[config.mk]
export PLATFORM = sky130hd
export DESIGN_NAME = life_run_ctrl
export DESIGN_NICKNAME = d
export VERILOG_FILES = /design/src/rtl/life_pkg.sv /design/src/rtl/life_frame_cmp.sv /design/src/rtl/life_run_ctrl.sv
export SDC_FILE = /design/constraint.sdc
export NUM_CORES = 1
export LEC_CHECK = 0
export ABC_AREA = 1
export CAP_MARGIN = 15
export CORE_MARGIN = 5
export CORE_UTILIZATION = 27
export CTS_CLUSTER_DIAMETER = 100
export CTS_CLUSTER_SIZE = 25
export DETAILED_ROUTE_END_ITERATION = 6
export GPL_TIMING_DRIVEN = 0
export PLACE_DENSITY = 0.48
export SETUP_SLACK_MARGIN = 0.1
export SLEW_MARGIN = 20
export SYNTH_ARGS = -nofsm -noshare
export SYNTH_HDL_FRONTEND = slang
export SYNTH_HIERARCHICAL = 1
export SYNTH_SLANG_ARGS = --single-unit
[constraint.sdc]
create_clock -name clk -period 2.09 [get_ports clk]
set_input_delay 0.418 -clock clk [delete_from_list [all_inputs] [get_ports clk]]
set_output_delay 0.418 -clock clk [all_outputs]
set_load 0.01 [all_outputs]
[src/rtl/life_pkg.sv]
// Shared definitions for the Game of Life run controller: grid size,
// controller state encoding and run status codes.
package life_pkg;

    localparam int GRID_BITS = 256;

    typedef enum logic [1:0] {
        ST_IDLE = 2'b00,
        ST_LOAD = 2'b01,
        ST_RUN  = 2'b10,
        ST_DONE = 2'b11
    } state_t;

    typedef enum logic [1:0] {
        STAT_NONE    = 2'b00,
        STAT_LIMIT   = 2'b01,
        STAT_EXTINCT = 2'b10,
        STAT_STABLE  = 2'b11
    } status_t;

endpackage

[src/rtl/life_frame_cmp.sv]
// Frame comparator: flags an empty grid and a grid identical to the
// previous generation.
module life_frame_cmp
    import life_pkg::*;
(
    input  logic [GRID_BITS-1:0] cur,
    input  logic [GRID_BITS-1:0] prev,
    output logic                 is_zero,
    output logic                 is_equal
);

    assign is_zero  = (cur == '0);
    assign is_equal = (cur == prev);

endmodule

[src/rtl/life_run_ctrl.sv]
// Run controller for a 16x16 toroidal life engine: seeds the engine, steps it
// until extinction, a still life, or the generation limit, and reports why.
module life_run_ctrl
    import life_pkg::*;
#(
    parameter int GEN_W = 16
) (
    input  logic                 clk,
    input  logic                 rst_n,
    input  logic                 start,
    input  logic                 abort,
    input  logic                 pause,
    input  logic [GRID_BITS-1:0] seed,
    input  logic [GEN_W-1:0]     gen_limit,
    input  logic [GRID_BITS-1:0] life_q,
    output logic                 life_load,
    output logic [GRID_BITS-1:0] life_data,
    output logic                 busy,
    output logic                 done,
    output logic [1:0]           status,
    output logic [GEN_W-1:0]     gen_count
);

    localparam logic [GEN_W-1:0] GEN_ONE = {{(GEN_W-1){1'b0}}, 1'b1};

    state_t                 state, state_d;
    status_t                status_r, status_d;
    logic [GEN_W-1:0]       gen_q, gen_d, gen_inc, limit_reg;
    logic [GRID_BITS-1:0]   seed_reg, prev_q;
    logic                   capture, prev_upd;
    logic                   is_zero, is_equal;

    life_frame_cmp u_cmp (
        .cur      (life_q),
        .prev     (prev_q),
        .is_zero  (is_zero),
        .is_equal (is_equal)
    );

    assign gen_inc = gen_q + GEN_ONE;

    // NOTE: every signal assigned in this block gets a default first, so no path leaves one unassigned and no latch is inferred.
    always_comb begin
        state_d  = state;
        status_d = status_r;
        gen_d    = gen_q;
        capture  = 1'b0;
        prev_upd = 1'b0;
        if (abort) begin
            state_d  = ST_IDLE;
            status_d = STAT_NONE;
        end else begin
            case (state)
                ST_IDLE, ST_DONE: begin
                    if (start) begin
                        capture  = 1'b1;
                        gen_d    = '0;
                        status_d = STAT_NONE;
                        state_d  = ST_LOAD;
                    end
                end
                ST_LOAD: begin
                    if (limit_reg == '0) begin
                        state_d  = ST_DONE;
                        status_d = STAT_LIMIT;
                    end else begin
                        state_d  = ST_RUN;
                    end
                end
                ST_RUN: begin
                    // While paused the engine reloads its own output, so nothing here may advance.
                    if (!pause) begin
                        prev_upd = 1'b1;
                        if (is_zero) begin
                            state_d  = ST_DONE;
                            status_d = STAT_EXTINCT;
                        end else if (gen_q != '0 && is_equal) begin
                            state_d  = ST_DONE;
                            status_d = STAT_STABLE;
                        end else if (gen_inc == limit_reg) begin
                            gen_d    = gen_inc;
                            state_d  = ST_DONE;
                            status_d = STAT_LIMIT;
                        end else begin
                            gen_d    = gen_inc;
                        end
                    end
                end
                default: state_d = ST_IDLE;
            endcase
        end
    end

    // NOTE: state registers use non-blocking assignments so every flop samples pre-edge values regardless of block order.
    // NOTE: the wide seed and frame registers are plain flops, not memories, so they are reset along with the rest of the state.
    always_ff @(posedge clk or negedge rst_n) begin
        if (!rst_n) begin
            state     <= ST_IDLE;
            status_r  <= STAT_NONE;
            gen_q     <= '0;
            limit_reg <= '0;
            seed_reg  <= '0;
            prev_q    <= '0;
        end else begin
            state    <= state_d;
            status_r <= status_d;
            gen_q    <= gen_d;
            if (capture) begin
                seed_reg  <= seed;
                limit_reg <= gen_limit;
            end
            if (prev_upd) begin
                prev_q <= life_q;
            end
        end
    end

    assign life_load = (state != ST_RUN) | pause;
    assign life_data = (state == ST_LOAD) ? seed_reg : life_q;
    assign busy      = (state == ST_LOAD) | (state == ST_RUN);
    assign done      = (state == ST_DONE);
    assign status    = status_r;
    assign gen_count = gen_q;

endmodule

==> results of run 1 <==
-- area by class of cell --
| type | instances | share of cell area, % |
|---|---|---|
| multi-input combinational | 2248 | 33.78 |
| sequential | 548 | 29.87 |
| timing repair buffer | 1025 | 22.52 |
| buffer | 143 | 4.111 |
| tap | 1380 | 3.755 |
| inverter | 378 | 3.102 |
| clock buffer | 42 | 2.098 |
| clock inverter | 24 | 0.6421 |
| antenna | 23 | 0.1252 |
-- timing repair --
action	CTS	global route
pin swaps	51	34
setup buffers	110	61
hold endpoints to repair	45	0
gates resized for setup	2291	617
setup endpoints to repair	824	731
hold buffers	2	0
cloned	40	11
-- worst min path at each step --
stage	start	to	slack, ns	depth (start not counted)
after floorplan	rst_n	gen_count[0]	0.12	0
after global placement	status[1]	status[1]	0.47	2
after detailed placement	rst_n	seed_reg[147]	0.34	1
after CTS	rst_n	seed_reg[147]	0.31	3
after global routing	rst_n	seed_reg[147]	0.36	3
final	rst_n	seed_reg[147]	0.34	3
-- power by group --
group	internal, mW	switching [mW]
Combinational	17.0	16.9
Clock	3.70	4.66
Sequential	15.7	4.03
-- cell families (layout without fill, tap and decap cells) --
group	after synthesis	after routing	synth area share, %
adders and majority gates	5	5	0.2213
AOI/OAI and AO/OA	553	553	9.871
muxes	257	257	10.24
buffers and inverters	528	1612	7.126
DFF	548	548	48.51
xor gates and xnor gates	218	218	6.755
other	0	23	0
and+or+nand+nor	1215	1215	17.28
-- routing by layer --
metal | global-route usage (%) | share of wire, % | vias to the layer above
li1 | - | - | 12820
met1 | 32.19 | 42 | 13580
met2 | 45.76 | 50 | 701
met3 | 5.842 | 5.7 | 175
met4 | 5.595 | 2.3 | 26
met5 | 0 | 0.13 | -
-- worst max-delay path: stages, from the launching register on --
cell	delay [ns]
dfrtp_1	0.44
ha_4	0.21
clkbuf_16	0.19
clkbuf_16	0.19
buf_12	0.13
clkbuf_16	0.15
buf_12	0.13
nand2_4	0.05
o21ai_2	0.05
buf_6	0.13
-- placed cells by master (no fill, tap or decap), types with 14 or more instances in the layout --
cell type,count
nand2_1,688
dfrtp_1,530
clkdlybuf4s50_1,530
inv_1,373
o21ai_0,265
mux2_2,257
buf_2,178
buf_6,165
xnor2_1,160
nand2_2,140
o21ai_2,124
nor2_1,114
nand2_4,103
o21ai_1,101
clkbuf_16,93
buf_4,80
nor4_1,57
xnor2_2,46
o21ai_4,39
buf_12,39
nand3_1,30
clkbuf_2,29
buf_8,27
nor2_2,27
diode_2,23
clkbuf_4,18
dfrtp_2,18
clkbuf_8,17
nand4_1,16
a21oi_1,16
dlymetal6s2s_1,16
nor2_4,14
-- through the flow --
| stage | setup slack (ns) | power [mW] | hold WS [ns] |
|---|---|---|---|
| 6_report | -0.6576 | 61.95 | 0.3399 |
| 5_1_grt | -0.7309 | 65.41 | 0.3576 |
| 4_1_cts | -0.7825 | 59.44 | 0.3059 |
| 3_5_place_dp | -2.257 | 43.47 | 0.3357 |
| 3_3_place_gp | -26.89 | 43.24 | 0.4661 |
| 2_1_floorplan | 0.07170 | 30.45 | 0.1224 |
==> flow_summary.json, run 1 <==
{
  "dp_cells": 5521,
  "synth-seq-area-share_pct": 48.51,
  "wl_per_cell_um": 26.13,
  "finalCriticalPeriod_ns": 2.748,
  "synth_area_leader_cell": "dfrtp_1",
  "finClkSkew_ns": 0.03288,
  "place_congestion": 0.8716,
  "power_leakage_nw": 21.19,
  "grt_max_degree": 82,
  "synthDistinctLibCells": 26,
  "die_w_um": 333.6,
  "yosysWarnings": 6,
  "syn_nets": 3862,
  "r2r_cells": 17,
  "synth_edf_count": 0,
  "fin_tns_setup_ns": -141.69,
  "startpoint": "state[0]",
  "crit_type": "reg2out",
  "worstSetupEndpoint": "life_data[184]",
  "maxCapViolCount": 0,
  "hold_viol_final": 0,
  "yosysMostFrequentCell": "nand2_1",
  "cts_max_level": 2,
  "synthTopCellsByArea": "dfrtp_1, nand2_1, mux2_2",
  "setup_violations": 278,
  "die_h_um": 333.6,
  "r2r_start": "prev_q[98]",
  "violations": "negative setup slack",
  "drt-total-wl_mm": 151.8,
  "multiInputGateArea_mm2": 0.01553,
  "cts_tree": "yes",
  "ios": 810,
  "synthDominantCellAreaShare_pct": 48.51,
  "grtUsageTotal_pct": 25.81,
  "end_kind": "output port",
  "clock_sinks": 548,
  "ys_async_sr_fraction_pct": 100.0,
  "syn_area_per_cell_um2": 8.504,
  "design_area_mm2": 0.04599,
  "via_per_inst": 4.698,
  "arrival_ns": 2.33,
  "clock-root-buffer": "clkbuf_16",
  "status": "finished with violations",
  "coreArea_mm2": 0.1038,
  "antenna_found_initial": 41,
  "overflow": 0,
  "r2r-end": "state[1]",
  "cp-start-kind": "flip-flop",
  "synth_area_mm2": 0.02827,
  "slew_viol_final": 0,
  "die_area_mm2": 0.1113,
  "route.detailed.drc": 0,
  "power_density_mw_per_mm2": 1347,
  "max_freq_mhz": 364.0,
  "rsz0062_at_grt": "true",
  "port_buffers": 809,
  "dpl_cell_area_mm2": 0.03835,
  "setup_ws_ns": -0.6576,
  "synth_commonest_cells": "nand2_1, dfrtp_1, o21ai_0",
  "drt_iter0_markers": 1549,
  "clockBufferDepth": 3,
  "firstDrtPassIters": 7,
  "clk_pin_slew_ns": 0.10,
  "crit_fanout": 8,
  "crit_required_ns": 1.67,
  "clkLatencyLatePin_ns": 0.61,
  "initial_utilization_pct": 27.23,
  "nets": 4918,
  "hold_path_class": "in2async",
  "utilization_pct": 44.31,
  "regArea_mm2": 0.01374,
  "grt_pass1_vias": 27710,
  "syn_to_final_growth_pct": 62.68,
  "rrSetupSlack_ns": -0.44,
  "hpwl_mm": 117.4,
  "fin_crit_sh_pct": 131.5,
  "ys_ff_latch": 548,
  "final_cells": 5811,
  "rows": 118,
  "synth-main-ff-cell": "dfrtp_1",
  "synthCells": 3324,
  "n_fill_cell": 10320,
  "vias": 27300,
  "final_layout_size_suffix_gt1_share_pct": 33.98,
  "relSlewSlack_pct": 61.48,
  "grt_pass1_wl_mm": 207.8,
  "vdd_drop_max_mv": 0.8504,
  "tightest_slew_ns": 0.5725,
  "ant_nets": 0,
  "numCtsBuffers": 36
}
Note: power is estimated with default switching activity, not from simulation.
==> inputs of run 2 (changes only) <==
--- a/config.mk
+++ b/config.mk
@@ -7,12 +7,12 @@
 export LEC_CHECK = 0
 export ABC_AREA = 1
 export CAP_MARGIN = 15
-export CORE_MARGIN = 5
 export CORE_UTILIZATION = 27
 export CTS_CLUSTER_DIAMETER = 100
 export CTS_CLUSTER_SIZE = 25
 export DETAILED_ROUTE_END_ITERATION = 6
 export GPL_TIMING_DRIVEN = 0
+export MAX_ROUTING_LAYER = met4
 export PLACE_DENSITY = 0.48
 export SETUP_SLACK_MARGIN = 0.1
 export SLEW_MARGIN = 20
==> run 2 against run 1 <==
Against the previous run: the run still ends with negative setup slack left; global-route usage up 0.67 points; flip-flop and latch count unchanged; sequential power shrank 3%; via count decreased by 4.2%; critical path depth shrank 1; clock power is 9.6% lower; setup slack worse by 0.014 ns; critical endpoint is now life_data[100].
==> flow_summary.json, run 2 (synthesized netlist as in run 1, its figures left out) <==
{
  "die_area_mm2": 0.1060,
  "worst_path_most_repeated_cell": "clkbuf_16",
  "finClkSkew_ns": 0.03387,
  "violations": "negative setup slack",
  "finalCriticalPeriod_ns": 2.762,
  "n_fill_cell": 10660,
  "path_cells": "inv_2 -> ha_4 -> clkbuf_16 -> clkbuf_16 -> clkbuf_16 -> nand2_4 -> o21ai_4 -> buf_2",
  "die_w_um": 325.6,
  "power_density_mw_per_mm2": 1299,
  "clockBufferDepth": 3,
  "total_power_mw": 54.91,
  "max_freq_mhz": 362.1,
  "fin_crit_sh_pct": 132.2,
  "seq_power_share_pct": 35.2,
  "vdd_drop_max_mv": 0.6825,
  "syn_to_final_growth_pct": 49.50,
  "hpwl_mm": 113.4,
  "arrival_ns": 2.34,
  "place_congestion": 0.8944,
  "grtUsageTotal_pct": 26.48,
  "dp_slack_ns": -2.189,
  "p_int_mw": 32.11,
  "clkLatencyLatePin_ns": 0.68,
  "cp-start-kind": "flip-flop",
  "via_per_inst": 4.627,
  "design_area_mm2": 0.04226,
  "slew_viol_final": 0,
  "rows": 118,
  "fin_tns_setup_ns": -165.09,
  "clock-root-buffer": "clkbuf_16",
  "final_common_cell": "nand2_1",
  "cp_slowest_cell": "dfrtp_1",
  "clock_power_share_pct": 13.8,
  "grt_pass1_wl_mm": 194.8,
  "crit_buf_inv": 5,
  "firstDrtPassIters": 5,
  "final_cells": 5651,
  "final_cell_mix": "nand2_1, clkdlybuf4s50_1, dfrtp_1",
  "clock_sinks": 548,
  "end_kind": "output port",
  "power_leakage_nw": 18.94,
  "initial_utilization_pct": 27.27,
  "status": "finished with violations",
  "rrSetupSlack_ns": -0.45,
  "crit_fanout": 9,
  "antenna_found_initial": 39,
  "crit_required_ns": 1.67,
  "rsz0062_at_grt": "true",
  "cp_top_family": "buffers and inverters",
  "hold_path_class": "in2async",
  "ant_nets": 0,
  "relSlewSlack_pct": 34.17,
  "drt-total-wl_mm": 141.7,
  "overflow": 0,
  "tightest_slew_ns": 0.9874,
  "setup_violations": 345,
  "die_h_um": 325.6,
  "dpl_cell_area_mm2": 0.03832,
  "ios": 810,
  "cp_num_cells": 8,
  "hold-worst-slack_ns": 0.2533,
  "final_layout_size_suffix_gt1_share_pct": 26.45,
  "clk_pin_slew_ns": 0.12,
  "pwr-share-comb_pct": 51.0,
  "nets": 4753,
  "cts_tree": "yes",
  "grt_pass1_vias": 26270,
  "hold_viol_final": 0,
  "setup_ws_ns": -0.6720,
  "switching_share_pct": 41.52,
  "switchingPower_mw": 22.80,
  "drt_iter0_markers": 1636,
  "maxCapViolCount": 0,
  "r2r_cells": 17,
  "grt_max_degree": 88,
  "slowest_delay_ns": 0.41,
  "dp_cells": 5520,
  "port_buffers": 809,
  "wl_per_cell_um": 25.07,
  "route.detailed.drc": 0,
  "vias": 26150,
  "coreArea_mm2": 0.1036,
  "utilization_pct": 40.77,
  "cts_max_level": 1,
  "crit_type": "reg2out",
  "numCtsBuffers": 30
}
run 2: cell count changes in the layout (fill, tap and decap cells not counted), sizes merged, moves of 2 or more:
cell,delta
buf,-182
bufinv,+2
clkdlybuf4s15,+14
clkdlybuf4s50,+21
clkinvlp,-2
diode,+14
dlygate4sd2,-3
dlymetal6s2s,-16
inv,-7
run 2: power groups by stage:
stage / logic (mW) / clock network, mW / registers [mW]
final: 28.0 / 7.56 / 19.3
after global routing: 30.2 / 8.07 / 19.9
after CTS: 26.3 / 7.80 / 18.9
after detailed placement: 24.3 / 0 / 18.9
after global placement: 24.1 / 0 / 18.9
after floorplan: 12.2 / 0 / 18.2
run 2: what timing repair did:
item                                    4_1_cts  5_1_grt
endpoints found under the setup margin      825      705
resized for setup                          1827      423
gates cloned                                 11       13
pin swaps                                    14       28
setup buffers                                16        2
endpoints found under the hold margin        42        0
hold buffers                                  1        0
run 2: path summary, 6_finish.rpt:
| check | endpoint | from |
|---|---|---|
| hold reg to reg | status[1] | status[1] |
| setup reg to reg | gen_count[15] | prev_q[65] |
| max in group asynchronous | prev_q[196] | rst_n |
| min in group clk | seed_reg[154] | seed[154] |
| setup / recovery | life_data[100] | state[1] |
| hold / removal | prev_q[149] | rst_n |
run 2: layout make-up:
| class | count | area, µm² | share of cell area, % |
|---|---|---|---|
| repair buffers | 859 | 8043 | 19.03 |
| clock buffers | 34 | 807.0 | 1.910 |
| multi-input cells | 2248 | 14490 | 34.29 |
| well taps | 1380 | 1727 | 4.086 |
| clock inverters | 17 | 237.7 | 0.5625 |
| plain buffers | 150 | 1718 | 4.065 |
| inverters | 378 | 1424 | 3.369 |
| flip-flops and latches | 548 | 13720 | 32.46 |
| diodes | 37 | 92.59 | 0.2191 |
run 2: layer usage:
metal,up-vias,GRT usage (%),routed length (µm)
li1,12500,-,-
met1,12840,32.60,59790
met2,701,44.79,70850
met3,106,5.085,7931
met4,0,5.777,3096
met5,-,-,0
==> inputs of run 3 (changes only) <==
--- a/config.mk
+++ b/config.mk
@@ -8,6 +8,7 @@
 export ABC_AREA = 1
 export CAP_MARGIN = 15
 export CORE_UTILIZATION = 27
+export CTS_BUF_LIST = sky130_fd_sc_hd__clkbuf_8 sky130_fd_sc_hd__clkbuf_16
 export CTS_CLUSTER_DIAMETER = 100
 export CTS_CLUSTER_SIZE = 25
 export DETAILED_ROUTE_END_ITERATION = 6
==> constraint.sdc (replaced) <==
create_clock -name clk -period 3.1 [get_ports clk]
set_input_delay 0.62 -clock clk [delete_from_list [all_inputs] [get_ports clk]]
set_output_delay 0.62 -clock clk [all_outputs]
set_load 0.01 [all_outputs]
==> run 3 against run 2 <==
Against the previous run: critical endpoint is now life_data[199]; non-clock buffer count shrank 30; power shrank 37%; via count shrank 1.6%; routed wire length shrank 1.8%; first-iteration DRC count shrank 3.8%; sequential share of layout area grew 1.6 points; clock power shrank 27%; the flow now finishes without violations; global-route usage is essentially flat; final area shrank 4.7%; register-to-register slack gained 0.73 ns.
==> flow_summary.json, run 3 (synthesized netlist as in run 1, its figures left out) <==
{
  "hold_viol_final": 0,
  "finClkSkew_ns": 0.02954,
  "vias": 25720,
  "numCtsBuffers": 34,
  "clk_pin_slew_ns": 0.11,
  "regArea_mm2": 0.01371,
  "startpoint": "state[0]",
  "clkLatencyLatePin_ns": 0.61,
  "nets": 4727,
  "top_usage_layer": "met2",
  "cts_max_level": 2,
  "rows": 118,
  "ant_nets": 0,
  "die_w_um": 325.6,
  "fin_tns_setup_ns": 0,
  "die_area_mm2": 0.1060,
  "initial_utilization_pct": 27.27,
  "hold_path_class": "in2reg",
  "rsz0062_at_grt": "true",
  "final_common_cell": "nand2_1",
  "via_per_inst": 4.567,
  "arrival_ns": 2.34,
  "place_congestion": 0.9073,
  "final_cells": 5632,
  "max_freq_mhz": 337.7,
  "r2r_start": "state[1]",
  "crit_type": "reg2out",
  "crit_required_ns": 2.48,
  "clockBufferDepth": 3,
  "syn_to_final_growth_pct": 42.47,
  "route.detailed.drc": 0,
  "finalCriticalPeriod_ns": 2.962,
  "n_fill_cell": 10910,
  "multiInputGateArea_mm2": 0.01333,
  "final_cell_mix": "nand2_1, dfrtp_1, clkdlybuf4s50_1",
  "grt.met1_usage_pct": 31.73,
  "drt_iter0_markers": 1574,
  "grt_max_degree": 87,
  "grt_pass1_wl_mm": 194.2,
  "relSlewSlack_pct": 44.50,
  "grtUsageMet2_pct": 45.41,
  "fin_crit_sh_pct": 95.53,
  "total_power_mw": 34.64,
  "slew_viol_final": 0,
  "clock_sinks": 548,
  "overflow": 0,
  "maxCapViolCount": 0,
  "wl_per_cell_um": 24.71,
  "clock-root-buffer": "clkbuf_16",
  "hp-start": "life_q[14]",
  "dp_cells": 5520,
  "die_h_um": 325.6,
  "design_area_mm2": 0.04027,
  "power_density_mw_per_mm2": 860.2,
  "grt_pass1_vias": 25980,
  "cp-start-kind": "flip-flop",
  "coreArea_mm2": 0.1036,
  "antenna_found_initial": 43,
  "tightest_slew_ns": 0.8325,
  "utilization_pct": 38.86,
  "firstDrtPassIters": 5,
  "cts_tree": "yes",
  "end_kind": "output port",
  "setup_violations": 0,
  "drt-total-wl_mm": 139.2,
  "ios": 810,
  "grtUsageTotal_pct": 26.46,
  "use_met3_pct": 5.767,
  "dpl_cell_area_mm2": 0.03830,
  "vdd_drop_max_mv": 0.4681,
  "status": "finished, final reports clean",
  "final_layout_size_suffix_gt1_share_pct": 17.07,
  "crit_fanout": 10,
  "hpwl_mm": 113.5,
  "port_buffers": 809,
  "power_leakage_nw": 18.03
}
## run 3: changes by cell type in the layout (fill, tap and decap cells not counted), moves of 27 or more
cell,delta
clkbuf_1,+45
nand2_2,-71
o21ai_0,+115
o21ai_2,-80
clkdlybuf4s15_1,+28
clkbuf_2,+44
buf_6,-82
clkbuf_16,-27
buf_2,-81
dlygate4sd2_1,+62
nand2_4,-49
nand2_1,+122
## run 3: report_power, final
group	leakage [nW]	switching, mW	total [mW]	internal [mW]
logic	10.7	9.07	16.4	7.32
registers	6.71	2.18	12.8	10.6
clock network	0.591	3.04	5.49	2.45
## run 3: critical path, stage by stage, from the launching register on
cell and delay [ns]:
dfrtp_1 0.44, ha_4 0.20, clkbuf_16 0.18, buf_4 0.16
clkbuf_2 0.21, o21ai_0 0.24, dlygate4sd2_1 0.31
## run 3: timing repair
action | 4_1_cts | 5_1_grt
pin swaps | 10 | 19
hold buffers | 1 | 0
resized for setup | 926 | 291
hold endpoints to repair | 33 | 0
buffers inserted | 13 | 0
setup endpoints to repair | 400 | 187
## run 3: final timing paths
kind | end | slack, ns | cells after the start
setup / recovery | life_data[199] | 0.14 | 6
hold / removal | prev_q[14] | 0.43 | 3
setup reg to reg | prev_q[23] | 0.28 | 8
hold reg to reg | status[0] | 0.48 | 2
max in group asynchronous | prev_q[24] | 0.97 | 5
min in group asynchronous | seed_reg[68] | 0.48 | 2
## run 3: layer usage
layer  up-vias  share of wire [%]  wire length, µm
met5         -                  0                0
met4         0                1.9             2592
met3        98                6.5             8980
met2       689                 50            70130
met1     12530                 41            57470
li1      12410                  -                -
## run 3: area by class of cell
class / count / area share, %
clock buffer: 35 / 2.175
inverter: 378 / 3.523
buffer: 149 / 2.697
clock inverter: 25 / 0.7767
antenna: 39 / 0.2423
multi-input combinational: 2248 / 33.09
tap: 1380 / 4.287
sequential: 548 / 34.05
timing repair buffer: 830 / 19.15
## run 3: metrics by stage
stage,setup WS [ns],hold WS [ns]
after CTS,0.09166,0.4468
after floorplan,0.8797,0.3244
after global placement,-26.14,0.4579
final,0.1384,0.4265
after global routing,0.01971,0.4226
after detailed placement,-1.566,0.4617
